$ cat config.mk
export PLATFORM = sky130hd
export DESIGN_NAME = debug_link_master
export DESIGN_NICKNAME = d
export VERILOG_FILES = /design/src/rtl/debug_link_master.sv
export SDC_FILE = /design/constraint.sdc
export NUM_CORES = 1
export LEC_CHECK = 0
export BUFFER_PORTS_ARGS = -buffer_cell sky130_fd_sc_hd__clkbuf_2
export CAP_MARGIN = 10
export CORE_ASPECT_RATIO = 1.2
export CORE_UTILIZATION = 30
export CTS_BUF_LIST = sky130_fd_sc_hd__clkbuf_4 sky130_fd_sc_hd__clkbuf_8
export CTS_CLUSTER_SIZE = 24
export DETAILED_ROUTE_END_ITERATION = 8
export GPL_TIMING_DRIVEN = 0
export SETUP_SLACK_MARGIN = 0.4
export SLEW_MARGIN = 10
export SYNTH_ARGS = -nofsm -noshare
export SYNTH_HDL_FRONTEND = slang
export SYNTH_SLANG_ARGS = --single-unit
$ cat constraint.sdc
create_clock -name clk_i -period 2.68 [get_ports clk_i]
set_input_delay 0.536 -clock clk_i [delete_from_list [all_inputs] [get_ports clk_i]]
set_output_delay 0.536 -clock clk_i [all_outputs]
set_load 0.005 [all_outputs]
$ cat src/rtl/debug_link_master.sv
// Host-side debug link initiator: sends one command byte via Tx, then assembles RESP_BYTES Rx bytes into resp_word_o.
// Optional build macro ECHO_CHECK_EN: expect and verify a command echo before the payload.
module debug_link_master #(
   parameter int D_BIT       = 7,
   parameter int RESP_BYTES  = 4,
   parameter int TIMEOUT_CYC = 200000
) (
   input  logic                              clk_i,
   input  logic                              reset_i,
   input  logic                              cmd_valid_i,
   input  logic [D_BIT:0]                    cmd_byte_i,
   output logic                              cmd_ready_o,
   output logic                              busy_o,
   output logic [D_BIT:0]                    tx_dato_in_o,
   output logic                              tx_start_o,
   input  logic                              tx_done_i,
   input  logic [D_BIT:0]                    rx_dato_out_i,
   input  logic                              rx_done_i,
   output logic [(D_BIT+1)*RESP_BYTES-1:0]   resp_word_o,
   output logic                              resp_valid_o,
   output logic                              timeout_o,
   output logic                              err_o
);

   localparam int BW = D_BIT + 1;
   localparam int RW = BW * RESP_BYTES;
   localparam int CW = $clog2(RESP_BYTES) + 1;
   localparam int TW = (TIMEOUT_CYC < 2) ? 1 : $clog2(TIMEOUT_CYC);
   localparam bit TO_EN = (TIMEOUT_CYC != 0);
   localparam logic [CW-1:0] LAST = CW'(RESP_BYTES - 1);
   localparam logic [TW-1:0] TMAX = TW'(TO_EN ? TIMEOUT_CYC - 1 : 0);

   typedef enum logic [2:0] {
      S_IDLE, S_SEND, S_WAIT_TX, S_RECV, S_DONE
   } state_t;

   state_t          state_q, state_d;
   logic [BW-1:0]   tx_byte_q, tx_byte_d;
   logic [RW-1:0]   shadow_q, shadow_d;
   logic [RW-1:0]   resp_q, resp_d;
   logic [CW-1:0]   cnt_q, cnt_d;
   logic [TW-1:0]   timer_q, timer_d;
   logic            timeout_q, timeout_d;
   logic            expired;
`ifdef ECHO_CHECK_EN
   logic            echo_q, echo_d;
   logic            err_q, err_d;
`endif

   // Timer only ever reaches TMAX when enabled; disabled builds saturate instead of wrapping.
   assign expired = TO_EN && (timer_q == TMAX);

   always_comb begin
      state_d   = state_q;
      tx_byte_d = tx_byte_q;
      shadow_d  = shadow_q;
      resp_d    = resp_q;
      cnt_d     = cnt_q;
      timer_d   = timer_q;
      timeout_d = 1'b0;
`ifdef ECHO_CHECK_EN
      echo_d    = echo_q;
      err_d     = 1'b0;
`endif
      case (state_q)
         S_IDLE: begin
            if (cmd_valid_i) begin
               tx_byte_d = cmd_byte_i;
               state_d   = S_SEND;
            end
         end
         S_SEND: begin
            timer_d = '0;
            state_d = S_WAIT_TX;
         end
         S_WAIT_TX: begin
            if (tx_done_i) begin
               cnt_d   = '0;
               timer_d = '0;
               state_d = S_RECV;
`ifdef ECHO_CHECK_EN
               echo_d  = 1'b1;
`endif
            end else if (expired) begin
               timeout_d = 1'b1;
               state_d   = S_IDLE;
            end else if (timer_q != '1) begin
               timer_d = timer_q + TW'(1);
            end
         end
         S_RECV: begin
            if (rx_done_i) begin
               timer_d = '0;
`ifdef ECHO_CHECK_EN
               if (echo_q) begin
                  echo_d = 1'b0;
                  if (rx_dato_out_i != tx_byte_q) begin
                     err_d   = 1'b1;
                     state_d = S_IDLE;
                  end
               end else
`endif
               begin
                  shadow_d[int'(cnt_q)*BW +: BW] = rx_dato_out_i;
                  cnt_d = cnt_q + CW'(1);
                  if (cnt_q == LAST) begin
                     resp_d  = shadow_d;
                     state_d = S_DONE;
                  end
               end
            end else if (expired) begin
               timeout_d = 1'b1;
               state_d   = S_IDLE;
            end else if (timer_q != '1) begin
               timer_d = timer_q + TW'(1);
            end
         end
         S_DONE:  state_d = S_IDLE;
         default: state_d = S_IDLE;
      endcase
   end

   always_ff @(posedge clk_i) begin
      if (reset_i) begin
         state_q   <= S_IDLE;
         tx_byte_q <= '0;
         shadow_q  <= '0;
         resp_q    <= '0;
         cnt_q     <= '0;
         timer_q   <= '0;
         timeout_q <= 1'b0;
`ifdef ECHO_CHECK_EN
         echo_q    <= 1'b0;
         err_q     <= 1'b0;
`endif
      end else begin
         state_q   <= state_d;
         tx_byte_q <= tx_byte_d;
         shadow_q  <= shadow_d;
         resp_q    <= resp_d;
         cnt_q     <= cnt_d;
         timer_q   <= timer_d;
         timeout_q <= timeout_d;
`ifdef ECHO_CHECK_EN
         echo_q    <= echo_d;
         err_q     <= err_d;
`endif
      end
   end

   assign cmd_ready_o  = (state_q == S_IDLE);
   assign busy_o       = (state_q != S_IDLE);
   assign tx_start_o   = (state_q == S_SEND);
   assign tx_dato_in_o = tx_byte_q;
   assign resp_word_o  = resp_q;
   assign resp_valid_o = (state_q == S_DONE);
   assign timeout_o    = timeout_q;
`ifdef ECHO_CHECK_EN
   assign err_o        = err_q;
`else
   assign err_o        = 1'b0;
`endif

endmodule

-- Word level (Yosys, flattened, before mapping)
Cells that the tools add are included.
- reductions and logical operators: 9
- $lt $le $gt $ge: 0
- bitwise logic cells: 0
- divide/modulo/power cells: 0
- $add $sub $neg: 3
- equality and inequality tests: 11
- multipliers: 0
- shift operators: 2
- mux-type cells: 19
- operators by type and width (operator ; count):
    18-bit 2-to-1 mux ; 4
    18-bit case mux with 3 select lines ; 1
    6-bit negation with 33-bit output ; 1
    8-bit by 33-bit variable shift with 32-bit output, first input constant ; 1
    8-bit by 33-bit indexed part select with 32-bit output ; 1
    32-bit bitwise mux ; 1
    3-bit 2-to-1 mux ; 7
    18-bit by 1-bit adder with 18-bit output, second input constant ; 1
    18-bit == test, second input constant ; 1
    18-bit != test, second input constant ; 1
    3-bit case mux with 4 select lines ; 1
    3-bit by 2-bit == test with 1-bit output, second input constant ; 3
    2-bit != test, second input constant ; 3
    3-bit case mux with 2 select lines ; 1
    2-bit AND reduction ; 3
    3-bit AND reduction ; 2
    3-bit nonzero test ; 2
    3-bit by 1-bit adder with 3-bit output, second input constant ; 1
    3-bit by 1-bit == test with 1-bit output, second input constant ; 1
    3-bit == test, second input constant ; 1
    3-bit zero test ; 1
    1-bit 2-to-1 mux ; 3
    3-bit != test, second input constant ; 1
    1-bit case mux with 2 select lines ; 1
    2-bit nonzero test ; 1
- bits in latches: 0
- register bits: 97
- memories kept: 0
- bits in writable memories: 0
- ROM bits: 0

-- Longest topological paths before layout
Gate-level depths: netlist of the first run.
- depth after elaboration: 5
- mapped depth: 9

-- Worst setup path before layout of the first run
No wires, ideal clock.
- path kind: reg-to-reg
- start point: register cnt_q[0]
- end point: register shadow_q[0]
- clock period less this slack: 2.255 ns
- setup slack: 0.425 ns
- data arrival time: 2.184 ns
- cell stages (with the launch flop): 9
- buffers on the path: 0
- cell sequence: dfxtp_1 -> inv_1 -> ha_1 -> ha_1 -> nor4b_1 -> nand2_1 -> nor2_2 -> nand2_1 -> a21oi_1
- longest elaborated chain between the ends: 3
- elaborated cells between the ends (all ways): 4
- those cells by class: 1 x add/sub; 2 x shift; 1 x mux
- RTL lines (item ; RTL line ; RTL):
    start, declared ; 41 ; logic [CW-1:0] cnt_q, cnt_d;
    start signal, assigned ; 141 ; cnt_q <= cnt_d;
    6-bit negation with 33-bit output (*) ; 104 ; shadow_d[int'(cnt_q)*BW +: BW] = rx_dato_out_i;
    8-bit by 33-bit indexed part select with 32-bit output or 8-bit by 33-bit variable shift with 32-bit output (tied branches) ; 104 ;
    32-bit bitwise mux (*) ; 104 ;
    end signal, assigned ; 139 ; shadow_q <= shadow_d;
    end, declared ; 39 ; logic [RW-1:0] shadow_q, shadow_d;
Every way passes the cells marked *; elsewhere a longest branch is shown, timed or not.
A chain may end at the register's enable or synchronous reset.

-- Worst setup path in the final report of the first run
- start point: register cnt_q[0]
- end point: register resp_q[22] (netlist: resp_word_o[22])
- longest elaborated chain between the ends: 3
- elaborated cells between the ends (all ways): 6
- those cells by class: 1 x add/sub; 1 x eq/ne; 2 x shift; 1 x mux; 1 x reduce/logical
- RTL lines (item ; RTL line ; RTL):
    6-bit negation with 33-bit output ; 104 ;
    8-bit by 33-bit indexed part select with 32-bit output or 8-bit by 33-bit variable shift with 32-bit output (tied branches) ; 104 ;
    32-bit bitwise mux ; 104 ;
    end signal, assigned ; 140 ; resp_q <= resp_d;
    end, declared ; 40 ; logic [RW-1:0] resp_q, resp_d;
Several ways; a longest one is shown, not always the timed one.

==> results by group, run 1 <==
Status
  – Status: finished, violations left
  – Failing checks: DRC

Setup path
  – Worst-path fanout max: 9
  – CP Launch Type: flop
  – Critical Path Sink Type: flop
  – R2R Setup Slk: 530 ps
  – RR Endpoint: resp_word_o[22]
  – CP Data Arrival Time: 2430 ps
  – Reg2Reg Depth: 8
  – Critical path endpoint: resp_word_o[22]
  – FF-to-FF Start: cnt_q[0]
  – WS Path Type: flop to flop
  – Critical path required time: 2970 ps
  – Crit path launch: cnt_q[0]

Layout
  – Final design utilization: 0.3716
  – Layout cells sized above 1: 0.2186
  – Final non-filler cell total: 752
  – Sequential Area: 0.001946 mm^2
  – Most common cell after layout, fill and taps aside: dfxtp_1
  – Layout Nets: 605
  – Layout area overhead: 19.73%
  – N_diodes: 0
  – Filler cells: 1436
  – Commonest non-fill, non-tap cells in the layout: dfxtp_1 (96), nor2_1 (65), clkbuf_2 (65)
  – Footprint of the multi-input gates: 0.002256 mm^2

Clock tree
  – CTS tree: yes
  – Root buf cell: clkbuf_8
  – Cts bufs inserted: 9
  – Reg clk slew, reported paths: 90 ps
  – CTS Sinks: 97
  – Clock Path Buffers: 2
  – Clock Latency Late Sink: 370 ps
  – Cts hold-fix bufs: 0
  – Htree depth: 3

Drt
  – Average vias per placed instance: 5.289
  – Post-detailed-route count of antenna-violating nets: 0
  – Pre-antenna DRT Iters: 7
  – Post-Route WL: 11540 um
  – DR WL/cell: 15.35 um
  – Number of vias in the routed layout: 3977
  – Drt drc: 5
  – Initial DRC count: 215

STA
  – Setup TNS: 0 ps
  – Final Cycle Share: 0.8006
  – Min cycle time layout: 2146 ps
  – Final setup vio count: 0
  – Pins over their slew limit: 0
  – Slew headroom: 0.5716
  – Max Freq: 0.4661 GHz
  – Final Hold Fails: 0
  – Worst-Margin Slew: 642.6 ps
  – Clk_skew: 4.352 ps
  – RSZ-0062 raised after global routing: no

GRT
  – Total gr overflow: 0
  – Total track usage: 0.1601
  – Largest net degree at the start of global routing: 15
  – Number of antenna violations at the first check in global routing: 0
  – GR Util met2: 0.2733
  – GRT Max-Usage Layer: met2
  – GR Util met1: 0.1941
  – Vias in the first global route: 3827
  – GR Util met3: 0.03549
  – First-pass GRT wire length: 18980 um

Pwr
  – Max rail drop VDD: 0.1857 mV
  – Leakage power: 1.871 nW
  – Pwr dens: 506.3 mW/mm^2

Synth
  – Synthesized flop and latch total: 97
  – Top cells by area, synth: dfxtp_1 (45%), a211oi_1 (9.9%), nor2_1 (5.7%)
  – Post-synth EDFFs: 0
  – Biggest area consumer among synthesized cells: dfxtp_1
  – Fraction of registers with async set/reset: 0
  – Yosys top cell area share: 0.4489
  – Synth Warn #: 0
  – Post-synthesis sequential area ratio: 0.4489
  – Main synth FF type: dfxtp_1
  – Cell Area, Synth: 0.004325 mm^2
  – Post-synthesis cell count: 494
  – Avg Inst Size Synth: 8.756 um^2
  – Post-Syn Nets: 523
  – Synth cell types: 56

Place
  – # port buffers: 65
  – Detailed placement HPWL: 8427 um
  – Placer Congestion: 0.8014
  – Inst Count DP: 730

Die
  – I/O pin count: 67
  – Starting Density: 0.3104
  – Die area: 0.01490 mm^2
  – Die height: 133.5 um
  – Die W: 111.6 um
  – Core ar.: 0.01394 mm^2
  – Row cnt: 47

Min path
  – Worst Hold Class: input port to flop

Job
  – Max cap viols: 0
-- critical path, cell delays in order (launching register included) --
cell        delay, ps
dfxtp_4           430
clkinvlp_4        110
ha_1              230
ha_4              330
nand2_4           110
nor4b_4           270
buf_4             200
a22oi_1           110
a211oi_1          260
-- layout make-up --
| type | count | share of cell area |
|---|---|---|
| multi-input cells | 354 | 0.4356 |
| flip-flops and latches | 97 | 0.3757 |
| repair buffers | 71 | 0.07151 |
| well taps | 171 | 0.04131 |
| clock buffers | 14 | 0.03358 |
| plain buffers | 33 | 0.03189 |
| inverters | 10 | 0.007973 |
| clock inverters | 2 | 0.002416 |
-- registers in the layout, indices dropped and copies added, names as in the netlist --
register      flops
timer_q          18
tx_dato_in_o      8
shadow_q         32
state_q           3
resp_word_o      32
cnt_q             3
timeout_o         1
-- through the flow --
| stage | power, mW | area [um^2] | hold slack (ps) | worst slack [ps] |
|---|---|---|---|---|
| 2_1_floorplan | 1.642 | 4325 | 436.0 | 425.4 |
| 3_3_place_gp | 1.721 | 4865 | 441.3 | -34.70 |
| 3_5_place_dp | 1.728 | 4865 | 447.7 | -131.7 |
| 4_1_cts | 2.648 | 5131 | 364.9 | 391.2 |
| 5_1_grt | 2.744 | 5179 | 365.0 | 426.8 |
| 6_report | 2.622 | 5179 | 377.1 | 534.3 |
-- synth_stat cells, types with 6 or more instances --
master	n
a211oi_1	57
a21oi_1	24
a22oi_1	25
buf_2	12
clkbuf_1	14
dfxtp_1	97
ha_1	8
inv_1	10
mux2i_1	10
nand2_1	59
nand3_1	13
nor2_1	66
o21ai_0	6
or4_1	6
-- how the worst min path moves through the flow --
stage	startpoint	to	slack [ps]	cells after the start
global placement	shadow_q[7]	shadow_q[7]	440	2
global route	cmd_byte_i[7]	tx_dato_in_o[7]	370	3
CTS	cmd_byte_i[7]	tx_dato_in_o[7]	360	3
finish	cmd_byte_i[7]	tx_dato_in_o[7]	380	3
floorplan	shadow_q[0]	shadow_q[0]	440	2
detailed placement	shadow_q[6]	shadow_q[6]	450	2
-- repair_timing --
item,CTS,global route
gates resized for setup,10,8
setup endpoints to repair,64,64
pin swaps,3,1
setup buffers,5,1
-- logic make-up (layout without fill, tap and decap cells) --
group | Yosys count | after routing | share of synthesized area
flops | 97 | 97 | 0.4489
buf+inv | 43 | 130 | 0.04686
fa+ha+maj | 8 | 8 | 0.02314
other cells | 1 | 1 | 0.0008670
mux | 11 | 11 | 0.02575
compound gates | 142 | 142 | 0.2392
simple gates | 192 | 192 | 0.2152
-- metal layers --
layer / part of all wire / vias up / routed length (um)
li1: - / 1973 / -
met1: 0.44 / 1885 / 5109
met2: 0.49 / 101 / 5658
met3: 0.046 / 18 / 534
met4: 0.021 / 0 / 242
met5: 0 / - / 0
-- power breakdown --
| group | internal, mW | switching, mW | total (mW) |
|---|---|---|---|
| registers | 1.46 | 0.0133 | 1.48 |
| logic | 0.0869 | 0.144 | 0.231 |
| clock network | 0.419 | 0.496 | 0.915 |
No activity file was read; power rests on OpenSTA's default activity.
==> inputs of run 2 (changes only) <==
==> constraint.sdc (replaced) <==
create_clock -name clk_i -period 1.7 [get_ports clk_i]
set_input_delay 0.34 -clock clk_i [delete_from_list [all_inputs] [get_ports clk_i]]
set_output_delay 0.34 -clock clk_i [all_outputs]
set_load 0.005 [all_outputs]
==> run 2 against run 1 <==
The flow finishes with violations (setup timing); critical endpoint is now resp_word_o[16]; sequential cell count is the same; die area is the same; clock skew grew 3.1 ps; via count grew 8.6%; combinational power grew 150%; power grew 70%; non-clock buffer count grew 51.
==> results by group, run 2 (synthesized netlist as in run 1, its figures left out) <==
Layout
  – Footprint of the multi-input gates: 0.002990 mm^2
  – N_diodes: 0
  – Commonest non-fill, non-tap cells in the layout: dfxtp_1 (77), clkbuf_2 (64), nor2_1 (61)
  – Filler cells: 1295
  – Layout Nets: 657
  – Sequential Area: 0.001987 mm^2
  – Layout area overhead: 52.94%
  – Final design utilization: 0.4746
  – Layout cells sized above 1: 0.5118
  – Most common cell after layout, fill and taps aside: dfxtp_1

Die
  – Die W: 111.6 um
  – Starting Density: 0.3104
  – Die area: 0.01490 mm^2
  – Die height: 133.5 um
  – Row cnt: 47
  – I/O pin count: 67
  – Core ar.: 0.01394 mm^2

Setup path
  – CP Launch Type: flop
  – Max incr delay on CP: 380 ps
  – FF-to-FF Start: cnt_q[0]
  – R2R Setup Slk: -130 ps
  – Critical Path Sink Type: flop
  – Worst path cell trace: inv_6 > ha_4 > ha_4 > nand2_4 > nor4b_4 > buf_6 > a22oi_1 > a211oi_1
  – Worst-path fanout max: 9
  – WS Path Type: flop to flop
  – Critical path required time: 1980 ps
  – RR Endpoint: resp_word_o[16]
  – Critical path's slowest cell: dfxtp_4
  – Most frequent CP cell: ha_4
  – Reg2Reg Depth: 8
  – CP Data Arrival Time: 2110 ps

STA
  – Pins over their slew limit: 0
  – Setup TNS: -4798 ps
  – Fin worst setup slack: -128.5 ps
  – Min cycle time layout: 1828 ps
  – Final Cycle Share: 1.076
  – RSZ-0062 raised after global routing: yes
  – Clk_skew: 7.425 ps
  – Worst-Margin Slew: 758.3 ps
  – Max Freq: 0.5469 GHz
  – Final setup vio count: 64
  – Slew headroom: 0.4945
  – Final Hold Fails: 0

GRT
  – Number of antenna violations at the first check in global routing: 0
  – Total gr overflow: 0
  – Largest net degree at the start of global routing: 16
  – Total track usage: 0.1789
  – Vias in the first global route: 4165
  – First-pass GRT wire length: 20980 um

Clock tree
  – Reg clk slew, reported paths: 90 ps
  – Cts bufs inserted: 9
  – Clock Latency Late Sink: 370 ps
  – Clock Path Buffers: 2
  – CTS Sinks: 97
  – CTS tree: yes
  – Root buf cell: clkbuf_8
  – Htree depth: 3

Pwr
  – Leakage power: 2.395 nW
  – Max rail drop VDD: 0.4923 mV
  – Pwr dens: 675.7 mW/mm^2
  – Power Total: 4.470 mW

Drt
  – Initial DRC count: 190
  – DR WL/cell: 16.99 um
  – Average vias per placed instance: 5.374
  – Post-detailed-route count of antenna-violating nets: 0
  – Drt drc: 0
  – Number of vias in the routed layout: 4321
  – Post-Route WL: 13660 um
  – Pre-antenna DRT Iters: 4

Min path
  – Worst Hold End: tx_dato_in_o[1]
  – WHS Path Cells: 3
  – Worst Hold Class: input port to flop
  – Hold path start: cmd_byte_i[1]

Place
  – Dpl ws: -508.1 ps
  – Placer Congestion: 0.7875
  – # port buffers: 65
  – Detailed placement HPWL: 8573 um

Status
  – Failing checks: setup timing
  – Status: finished, violations left

Job
  – Max cap viols: 0
[run 2: cell count changes in the layout (fill, tap and decap cells not counted), moves of 9 or more]
cell and change:
dfxtp_1 -19, a21oi_2 +11, a211oi_2 +32, a22oi_2 +17
buf_6 +24, buf_4 +28, a211oi_1 -32, buf_2 -9
a22oi_1 -17, a21oi_1 -11, dfxtp_2 +12, nand2_1 -10
[run 2: area by class of cell]
cell class / instances / area share
well taps: 171 / 0.03234
flip-flops and latches: 97 / 0.3004
clock buffers: 12 / 0.02308
multi-input cells: 355 / 0.4521
plain buffers: 33 / 0.04596
repair buffers: 122 / 0.1315
clock inverters: 4 / 0.007944
inverters: 10 / 0.006809
[run 2: power by group]
part / switching [mW] / total, mW / internal (mW)
clock network: 0.825 / 1.58 / 0.757
logic: 0.317 / 0.569 / 0.252
registers: 0.0218 / 2.32 / 2.30
[run 2: worst max path at each step]
stage | depth (start not counted) | startpoint | endpoint
after floorplan | 7 | cnt_q[0] | shadow_q[21]
after global placement | 7 | cnt_q[1] | resp_word_o[16]
after detailed placement | 7 | cnt_q[1] | shadow_q[16]
after CTS | 9 | cnt_q[1] | shadow_q[2]
after global routing | 8 | cnt_q[0] | resp_word_o[23]
final | 8 | cnt_q[0] | resp_word_o[16]
[run 2: critical path: cells and delay by family (launching register included)]
kind | cells | cell delay [ps]
AO/OA/AOI/OAI | 2 | 350
adder cells (fa/ha/maj) | 2 | 450
buffers and inverters | 2 | 220
flip-flops | 1 | 380
AND/OR/NAND/NOR | 2 | 340
[run 2: through the flow]
stage | instance area, um^2 | hold slack [ps] | std cells
after global placement | 5186 | 441.3 | 730
after CTS | 6193 | 170.9 | 792
after detailed placement | 5186 | 450.2 | 730
after global routing | 6615 | 165.7 | 804
after floorplan | 4647 | 436.0 | 494
final | 6615 | 191.0 | 804
[run 2: layer usage]
layer	track usage	vias to the layer above	wire length [um]
li1	-	2082	-
met1	0.2147	2128	5865
met2	0.3156	89	7025
met3	0.02866	22	483
met4	0.07583	0	289
met5	0	-	0
[run 2: what timing repair did]
action                                  4_1_cts  5_1_grt
pin swaps                                    59       35
cloned                                        1        0
hold buffers                                  0        0
endpoints found under the setup margin       99      101
buffers inserted                             45       12
resized for setup                           106       88
==> inputs of run 3 (changes only) <==
--- a/config.mk
+++ b/config.mk
@@ -5,14 +5,15 @@
 export SDC_FILE = /design/constraint.sdc
 export NUM_CORES = 1
 export LEC_CHECK = 0
-export BUFFER_PORTS_ARGS = -buffer_cell sky130_fd_sc_hd__clkbuf_2
 export CAP_MARGIN = 10
 export CORE_ASPECT_RATIO = 1.2
 export CORE_UTILIZATION = 30
 export CTS_BUF_LIST = sky130_fd_sc_hd__clkbuf_4 sky130_fd_sc_hd__clkbuf_8
 export CTS_CLUSTER_SIZE = 24
 export DETAILED_ROUTE_END_ITERATION = 8
+export DONT_BUFFER_PORTS = 1
 export GPL_TIMING_DRIVEN = 0
+export REMOVE_ABC_BUFFERS = 1
 export SETUP_SLACK_MARGIN = 0.4
 export SLEW_MARGIN = 10
 export SYNTH_ARGS = -nofsm -noshare
==> run 3 against run 2 <==
The run ends with DRC, setup timing left; sequential power hardly changed; design area is 6.8% lower; sequential share of layout area is 2.6 points higher; non-clock buffer count is 83 lower; via count is 5.5% lower; setup slack worse by 55 ps; clock-buffer cell count is 3 lower; combinational power is 27% lower; clock skew is 6.3 ps higher; maximum frequency is 2.9% lower; highest routed layer unchanged.
==> results by group, run 3 (synthesized netlist as in run 1, its figures left out) <==
Die
  – Row cnt: 47
  – Core ar.: 0.01394 mm^2
  – Starting Density: 0.3104
  – I/O pin count: 67
  – Die area: 0.01490 mm^2
  – Die W: 111.6 um
  – Die height: 133.5 um

Drt
  – Pre-antenna DRT Iters: 8
  – Average vias per placed instance: 5.627
  – Post-Route WL: 13640 um
  – DR WL/cell: 18.79 um
  – Number of vias in the routed layout: 4085
  – Post-detailed-route count of antenna-violating nets: 0
  – Drt drc: 7
  – Initial DRC count: 258

STA
  – RSZ-0062 raised after global routing: yes
  – Pins over their slew limit: 0
  – Setup TNS: -5440 ps
  – Max Freq: 0.5310 GHz
  – Clk_skew: 13.76 ps
  – Final Cycle Share: 1.108
  – Final setup vio count: 56
  – Final Hold Fails: 0
  – Min cycle time layout: 1883 ps
  – Fin worst setup slack: -183.4 ps

GRT
  – Number of antenna violations at the first check in global routing: 0
  – Vias in the first global route: 3909
  – Total gr overflow: 0
  – First-pass GRT wire length: 20780 um
  – Total track usage: 0.1766
  – Largest net degree at the start of global routing: 84

Clock tree
  – Root buf cell: clkbuf_8
  – Clock Path Buffers: 2
  – Clock Latency Late Sink: 380 ps
  – CTS Sinks: 97
  – Cts bufs inserted: 9
  – Cts hold-fix bufs: 1
  – Htree depth: 3
  – Reg clk slew, reported paths: 100 ps
  – CTS tree: yes

Layout
  – Layout cells sized above 1: 0.4432
  – Final design utilization: 0.4423
  – Commonest non-fill, non-tap cells in the layout: dfxtp_1 (75), nor2_1 (63), nand2_1 (42)
  – Layout area overhead: 42.52%
  – Footprint of the multi-input gates: 0.002965 mm^2
  – Layout Nets: 579
  – Sequential Area: 0.002014 mm^2
  – N_diodes: 0
  – Most common cell after layout, fill and taps aside: dfxtp_1
  – Filler cells: 1288

Setup path
  – Critical path required time: 2000 ps
  – Reg2Reg Depth: 9
  – R2R Setup Slk: -180 ps
  – CP Data Arrival Time: 2190 ps
  – Critical Path Sink Type: flop
  – Worst-path fanout max: 5
  – WS Path Type: flop to flop
  – CP Launch Type: flop

Min path
  – Worst Hold Class: input port to flop
  – WHS Path Cells: 1

Pwr
  – Max rail drop VDD: 0.4259 mV
  – Leakage power: 1.984 nW
  – Power Total: 4.177 mW
  – Pwr dens: 677.5 mW/mm^2

Job
  – Max cap viols: 0

Status
  – Failing checks: DRC, setup timing
  – Status: finished, violations left

Place
  – Detailed placement HPWL: 6876 um
  – Placer Congestion: 0.7927
  – # port buffers: 0
[run 3: path summary, 6_finish.rpt]
kind / start / end
max: cnt_q[0] / shadow_q[26]
min: reset_i / resp_word_o[22]
max reg2reg: cnt_q[0] / shadow_q[26]
min reg2reg: shadow_q[3] / shadow_q[3]
[run 3: power breakdown]
group / total [mW] / internal [mW] / switching (mW)
Clock: 1.44 / 0.558 / 0.880
Sequential: 2.33 / 2.28 / 0.0406
Combinational: 0.413 / 0.199 / 0.214
Total: 4.18 / 3.04 / 1.14
[run 3: what timing repair did]
action	CTS	global route
setup endpoints to repair	101	101
hold endpoints to repair	7	31
cloned	7	1
setup buffers	47	21
pin swaps	70	65
resized for setup	164	78
[run 3: area by class of cell]
type,count,share of cell area
tap,171,0.03471
timing repair buffer,72,0.1206
multi-input combinational,360,0.4810
sequential,97,0.3268
clock inverter,7,0.009539
inverter,10,0.007307
clock buffer,9,0.02009
[run 3: stage by stage]
step	worst slack, ps	hold slack [ps]	instances	instance area (um^2)
4_1_cts	-141.8	-0.9198	704	5648
3_3_place_gp	-2446	420.6	632	4374
6_report	-183.4	13.54	726	6165
5_1_grt	-280.0	-8.340	726	6165
2_1_floorplan	-1576	409.1	461	4160
3_5_place_dp	-1235	422.3	633	4397
[run 3: worst max-delay path, stage by stage, from the launching register on]
cell      delay, ps
dfxtp_4         380
inv_6            30
ha_4            150
ha_4            320
buf_4           160
nand2_8          50
nor3_4          210
buf_6           150
a22oi_1          90
a211oi_2        250
[run 3: layer usage]
layer / track usage / share of wire
met1: 0.1967 / 0.39
met2: 0.3045 / 0.51
met3: 0.05232 / 0.065
met4: 0.09159 / 0.028
met5: 0 / 0
